### src/rtl/irq_ctrl.sv
// irq_ctrl - prioritizing interrupt controller in front of the core.
//
// Each asynchronous request line is synchronized, and its rising edges are
// latched into a pending register. A software-writable enable mask selects
// which pending sources may compete. The lowest-index eligible source is
// presented to the core through a request / ack / end-of-interrupt handshake.
// Only one interrupt is in flight at a time.
//
// Ports:
//   clk         system clock, rising edge
//   rst         synchronous active-high reset
//   irq_in      asynchronous interrupt lines, active high, edge-triggered
//   en_we       enable-mask write strobe
//   en_wd       new enable-mask value
//   en_q        current enable mask (register output)
//   pend_q      current pending register (register output)
//   int_req     interrupt request to the core
//   int_id      index of the requested / in-service source
//   ack         core accepts the request (1-cycle pulse)
//   eoi         core finished servicing (1-cycle pulse)
//   in_service  high from ack to eoi
module irq_ctrl #(
  parameter int               N_INT    = 4,
  parameter int               ID_W     = 2,
  parameter logic [N_INT-1:0] EN_RESET = {N_INT{1'b1}}
) (
  input  logic             clk,
  input  logic             rst,
  input  logic [N_INT-1:0] irq_in,
  input  logic             en_we,
  input  logic [N_INT-1:0] en_wd,
  output logic [N_INT-1:0] en_q,
  output logic [N_INT-1:0] pend_q,
  output logic             int_req,
  output logic [ID_W-1:0]  int_id,
  input  logic             ack,
  input  logic             eoi,
  output logic             in_service
);

  typedef enum logic [1:0] {
    IDLE = 2'd0,
    REQ  = 2'd1,
    SVC  = 2'd2
  } state_t;

  state_t           state_q, state_d;
  logic [N_INT-1:0] s1_q, s1_d;
  logic [N_INT-1:0] s2_q, s2_d;
  logic [N_INT-1:0] s2_dly_q, s2_dly_d;
  logic [N_INT-1:0] pend_d;
  logic [N_INT-1:0] en_d;
  logic             int_req_q, int_req_d;
  logic [ID_W-1:0]  int_id_q, int_id_d;
  logic             in_service_q, in_service_d;

  logic [N_INT-1:0] rise;
  logic [N_INT-1:0] eligible;
  logic [N_INT-1:0] clr_mask;
  logic [ID_W-1:0]  winner;
  logic             ack_take;

  // An ack only counts while a request is outstanding.
  assign ack_take = (state_q == REQ) && ack;

  // Per-source clear: only the bit of the acknowledged source is cleared.
  generate
    for (genvar gi = 0; gi < N_INT; gi++) begin : g_clr
      assign clr_mask[gi] = ack_take && (int_id_q == ID_W'(gi));
    end
  endgenerate

  always_comb begin
    s1_d     = irq_in;
    s2_d     = s1_q;
    s2_dly_d = s2_q;
    rise     = s2_q & ~s2_dly_q;
    eligible = pend_q & en_q;

    // Scan from the top so the lowest set index is the last one written.
    winner = '0;
    for (int i = N_INT - 1; i >= 0; i--) begin
      if (eligible[i]) winner = ID_W'(i);
    end

    // A new edge on a bit being cleared wins, so the edge is not lost.
    pend_d = (pend_q & ~clr_mask) | rise;
    en_d   = en_we ? en_wd : en_q;

    state_d      = state_q;
    int_req_d    = int_req_q;
    int_id_d     = int_id_q;
    in_service_d = in_service_q;

    case (state_q)
      IDLE: begin
        if (|eligible) begin
          int_id_d  = winner;
          int_req_d = 1'b1;
          state_d   = REQ;
        end
      end
      REQ: begin
        // The request is committed; eoi here is ignored.
        if (ack) begin
          int_req_d    = 1'b0;
          in_service_d = 1'b1;
          state_d      = SVC;
        end
      end
      SVC: begin
        if (eoi) begin
          in_service_d = 1'b0;
          state_d      = IDLE;
        end
      end
      default: begin
        int_req_d    = 1'b0;
        in_service_d = 1'b0;
        state_d      = IDLE;
      end
    endcase
  end

  always_ff @(posedge clk) begin
    if (rst) begin
      s1_q         <= '0;
      s2_q         <= '0;
      s2_dly_q     <= '0;
      pend_q       <= '0;
      en_q         <= EN_RESET;
      state_q      <= IDLE;
      int_req_q    <= 1'b0;
      int_id_q     <= '0;
      in_service_q <= 1'b0;
    end else begin
      s1_q         <= s1_d;
      s2_q         <= s2_d;
      s2_dly_q     <= s2_dly_d;
      pend_q       <= pend_d;
      en_q         <= en_d;
      state_q      <= state_d;
      int_req_q    <= int_req_d;
      int_id_q     <= int_id_d;
      in_service_q <= in_service_d;
    end
  end

  assign int_req    = int_req_q;
  assign int_id     = int_id_q;
  assign in_service = in_service_q;

endmodule

### config.mk
export PLATFORM = sky130hd
export DESIGN_NAME = irq_ctrl
export DESIGN_NICKNAME = d
export VERILOG_FILES = /design/src/rtl/irq_ctrl.sv
export SDC_FILE = /design/constraint.sdc
export NUM_CORES = 1
export LEC_CHECK = 0
export ABC_AREA = 0
export BUFFER_PORTS_ARGS = -buffer_cell sky130_fd_sc_hd__buf_4
export CELL_PAD_IN_SITES_DETAIL_PLACEMENT = 1
export CELL_PAD_IN_SITES_GLOBAL_PLACEMENT = 1
export CORE_ASPECT_RATIO = 1.5
export CORE_MARGIN = 4
export CORE_UTILIZATION = 40
export DETAILED_ROUTE_END_ITERATION = 7
export GPL_ROUTABILITY_DRIVEN = 0
export GPL_TIMING_DRIVEN = 0
export PLACE_DENSITY = 0.81
export REMOVE_ABC_BUFFERS = 1
export SYNTH_ARGS = -nofsm -noshare
export SYNTH_HDL_FRONTEND = slang
export SYNTH_SLANG_ARGS = --single-unit
### constraint.sdc
create_clock -name clk -period 2.05 [get_ports clk]
set_input_delay 0.205 -clock clk [delete_from_list [all_inputs] [get_ports clk]]
set_output_delay 0.205 -clock clk [all_outputs]
set_load 0.02 [all_outputs]
==> summary.md <==
| Metric | Value |
|---|---|
| Seq/Total Area, Yosys | `0.574` |
| Clock root cell | `clkbuf_4` |
| Mean post-synth cell area | `10.2 sq um` |
| Postcts setup bufs | `0` |
| CP arrival | `1.47 ns` |
| Die ar. | `3110 sq um` |
| Die height | `66.3 um` |
| Crit start category | `register` |
| Crit end category | `register` |
| DRC violation total after the first TritonRoute iteration | `15` |
| Worst skew pair latency | `0.34 ns` |
| Rows | `20` |
| Hold Path Origin | `en_wd[3]` |
| WS Path Type | `register to register` |
| Post-synth EDFFs | `0` |
| Leak | `0.463 nW` |
| Period utilisation layout | `0.583` |
| Least-Margin Pin Slew | `0.329 ns` |
| # diodes | `0` |
| Max Fanout on Critical Path | `10` |
| PD cells | `918 nW/um^2` |
| GR Overflow Total | `0` |
| Synth cell count leaders | `26 x dfxtp_1, 16 x nor2b_1, 9 x a21oi_1` |
| Layout cells sized above 1 | `0.263` |
| First-pass GRT wire length | `3.24 mm` |
| Via count | `713` |
| Cells on Worst Hold Path | `2` |
| Sink Count | `26` |
| Final nets | `128` |
| Clock transition at the registers of the reported paths | `0.14 ns` |
| CP required | `2.32 ns` |
| Rel. slew slack | `0.781` |
| Post-DR vias/cell | `5.24` |
| Worst r2r src | `state_q[0]` |
| CTS H-tree depth | `1` |
| Async set or reset register ratio after synthesis | `0` |
| PortBufs | `24` |
| R2r worst-path depth | `3` |
| Critical-path top delay cell | `dfxtp_1` |
| WL per Instance | `14.2 um` |
| Clock Skews | `0.0156 ns` |
| Reg2reg setup slack | `0.86 ns` |
| Final Hold Vio Count | `0` |
| RSZ-0062 raised after global routing | `no` |
| Final instance area | `1150 sq um` |
| Largest net degree at the start of global routing | `27` |
| # fillers | `237` |
| Maximum buffer depth of the clock tree | `2` |
| First drt pass iteration count | `4` |
| Final worst slack | `0.856 ns` |
| Reg2reg end | `int_id[0]` |
| Bufs and invs on worst path | `0` |
| Number of global-route vias before repair | `745` |
| Critical Path, Cell by Cell | `nor2_2 -> a31o_1 -> a221oi_2` |
| Placed instance area | `1100 sq um` |
| Post_cts resized | `0` |
| Max Slew Vio Count | `0` |
| HPWL Detailed | `1.38 mm` |
| Final WL | `1.93 mm` |
| Initial antenna violation count | `0` |
| Cts hold-fix bufs | `0` |
| Post-synthesis cell count | `89` |
| Crit-path max cell delay | `0.54 ns` |
| Initial Utilization | `0.432` |
| Top-count cell post-synth | `dfxtp_1` |
| Cell Area, Synth | `907 sq um` |
| Power Total | `0.00106 W` |
| Area Growth Syn to Fin | `27.2%` |
| Primary FF master, synth | `dfxtp_1` |
| CTS tree | `done` |
| Total of max-cap violations | `0` |
| CTS Buf Count | `3` |
| Synth area leader | `dfxtp_1` |
| Die width | `46.9 um` |
| Min cycle time layout | `1.19 ns` |
| Top post-synthesis cells by area | `dfxtp_1 57%, nor2b_1 11%, a21oi_1 5.0%, o21ai_0 4.4%, a211o_1 3.9%` |
| Worst Hold Class | `primary input to register` |
| Cell family with most CP delay | `flip-flops` |
| Final Util | `0.549` |
| Setup tns final | `0 ns` |
| Library cells used by synthesis | `21` |
| I/O Pins | `25` |
| Worst Hold Endpoint | `en_q[3]` |
| Worst slack, placed | `0.883 ns` |
| Share of the synthesized area in the top cell type | `0.574` |
| Setup violations, final | `0` |
| Post-DRT Antenna Nets | `0` |
| Status | `finished, final reports clean` |
| Maximum VDD drop | `0.000595 V` |
| DRC Markers | `0` |
| Core Box Area | `2100 sq um` |
| FF+latch count, synth | `26` |
| Fmax | `837 MHz` |
| Yosys warning count | `0` |
| Global Route Usage Sum | `0.148` |
sequential cells by signal (all words and copies together), names as in the netlist, 2 cells and up:
| name | cells |
|---|---|
| en_q | 4 |
| s2_dly_d | 4 |
| pend_q | 4 |
| s1_q | 4 |
| s2_dly_q | 4 |
| state_q | 2 |
| int_id | 2 |
stage by stage:
stage / hold slack, ns / cells
6_report: 0.0541 / 136
5_1_grt: 0.0435 / 136
4_1_cts: 0.0492 / 136
3_5_place_dp: 0.416 / 132
3_3_place_gp: 0.407 / 132
2_1_floorplan: 0.271 / 86
cell type report:
| class | count | area (sq um) | area share |
|---|---|---|---|
| clock buffers | 3 | 22.5 | 0.0195 |
| clock inverters | 1 | 30.0 | 0.0260 |
| inverters | 1 | 3.75 | 0.00325 |
| multi-input cells | 59 | 369 | 0.320 |
| flip-flops and latches | 26 | 520 | 0.451 |
| well taps | 22 | 27.5 | 0.0239 |
| repair buffers | 24 | 180 | 0.156 |
layout by cell type (no fill, tap or decap), types with 2 or more instances in the layout:
| cell type | instances |
|---|---|
| dfxtp_1 | 26 |
| buf_4 | 24 |
| nor2b_1 | 16 |
| a21oi_1 | 9 |
| o21ai_0 | 8 |
| nand2_1 | 6 |
| a211o_1 | 4 |
| nand2b_1 | 4 |
| clkbuf_4 | 3 |
| a22o_1 | 2 |
metal layers:
metal	GRT usage	wire (um)
met2	0.230	961
met1	0.168	782
met4	0.104	57
met5	0	0
met3	0.0354	132
power by group:
part	switching, W	internal, W
sequential	0.0000299	0.000537
clock	0.000152	0.000198
combinational	0.0000710	0.0000708
kinds of logic after synthesis:
| family | count (synthesis) | share of synthesized area |
|---|---|---|
| AOI/OAI and AO/OA | 27 | 0.197 |
| and+or+nand+nor | 32 | 0.210 |
| DFF | 26 | 0.574 |
| buffers and inverters | 4 | 0.0193 |
worst max path at each step:
stage | from | end | slack, ns | depth (start not counted)
after floorplan | en_q[3] | state_q[0] | 0.96 | 3
after global placement | state_q[0] | int_id[0] | 0.91 | 3
after detailed placement | state_q[0] | int_id[0] | 0.88 | 3
after CTS | state_q[0] | int_id[0] | 0.86 | 3
after global routing | en_q[1] | state_q[0] | 0.75 | 3
final | state_q[0] | int_id[0] | 0.86 | 3
Power figures use the tool's default switching activity.
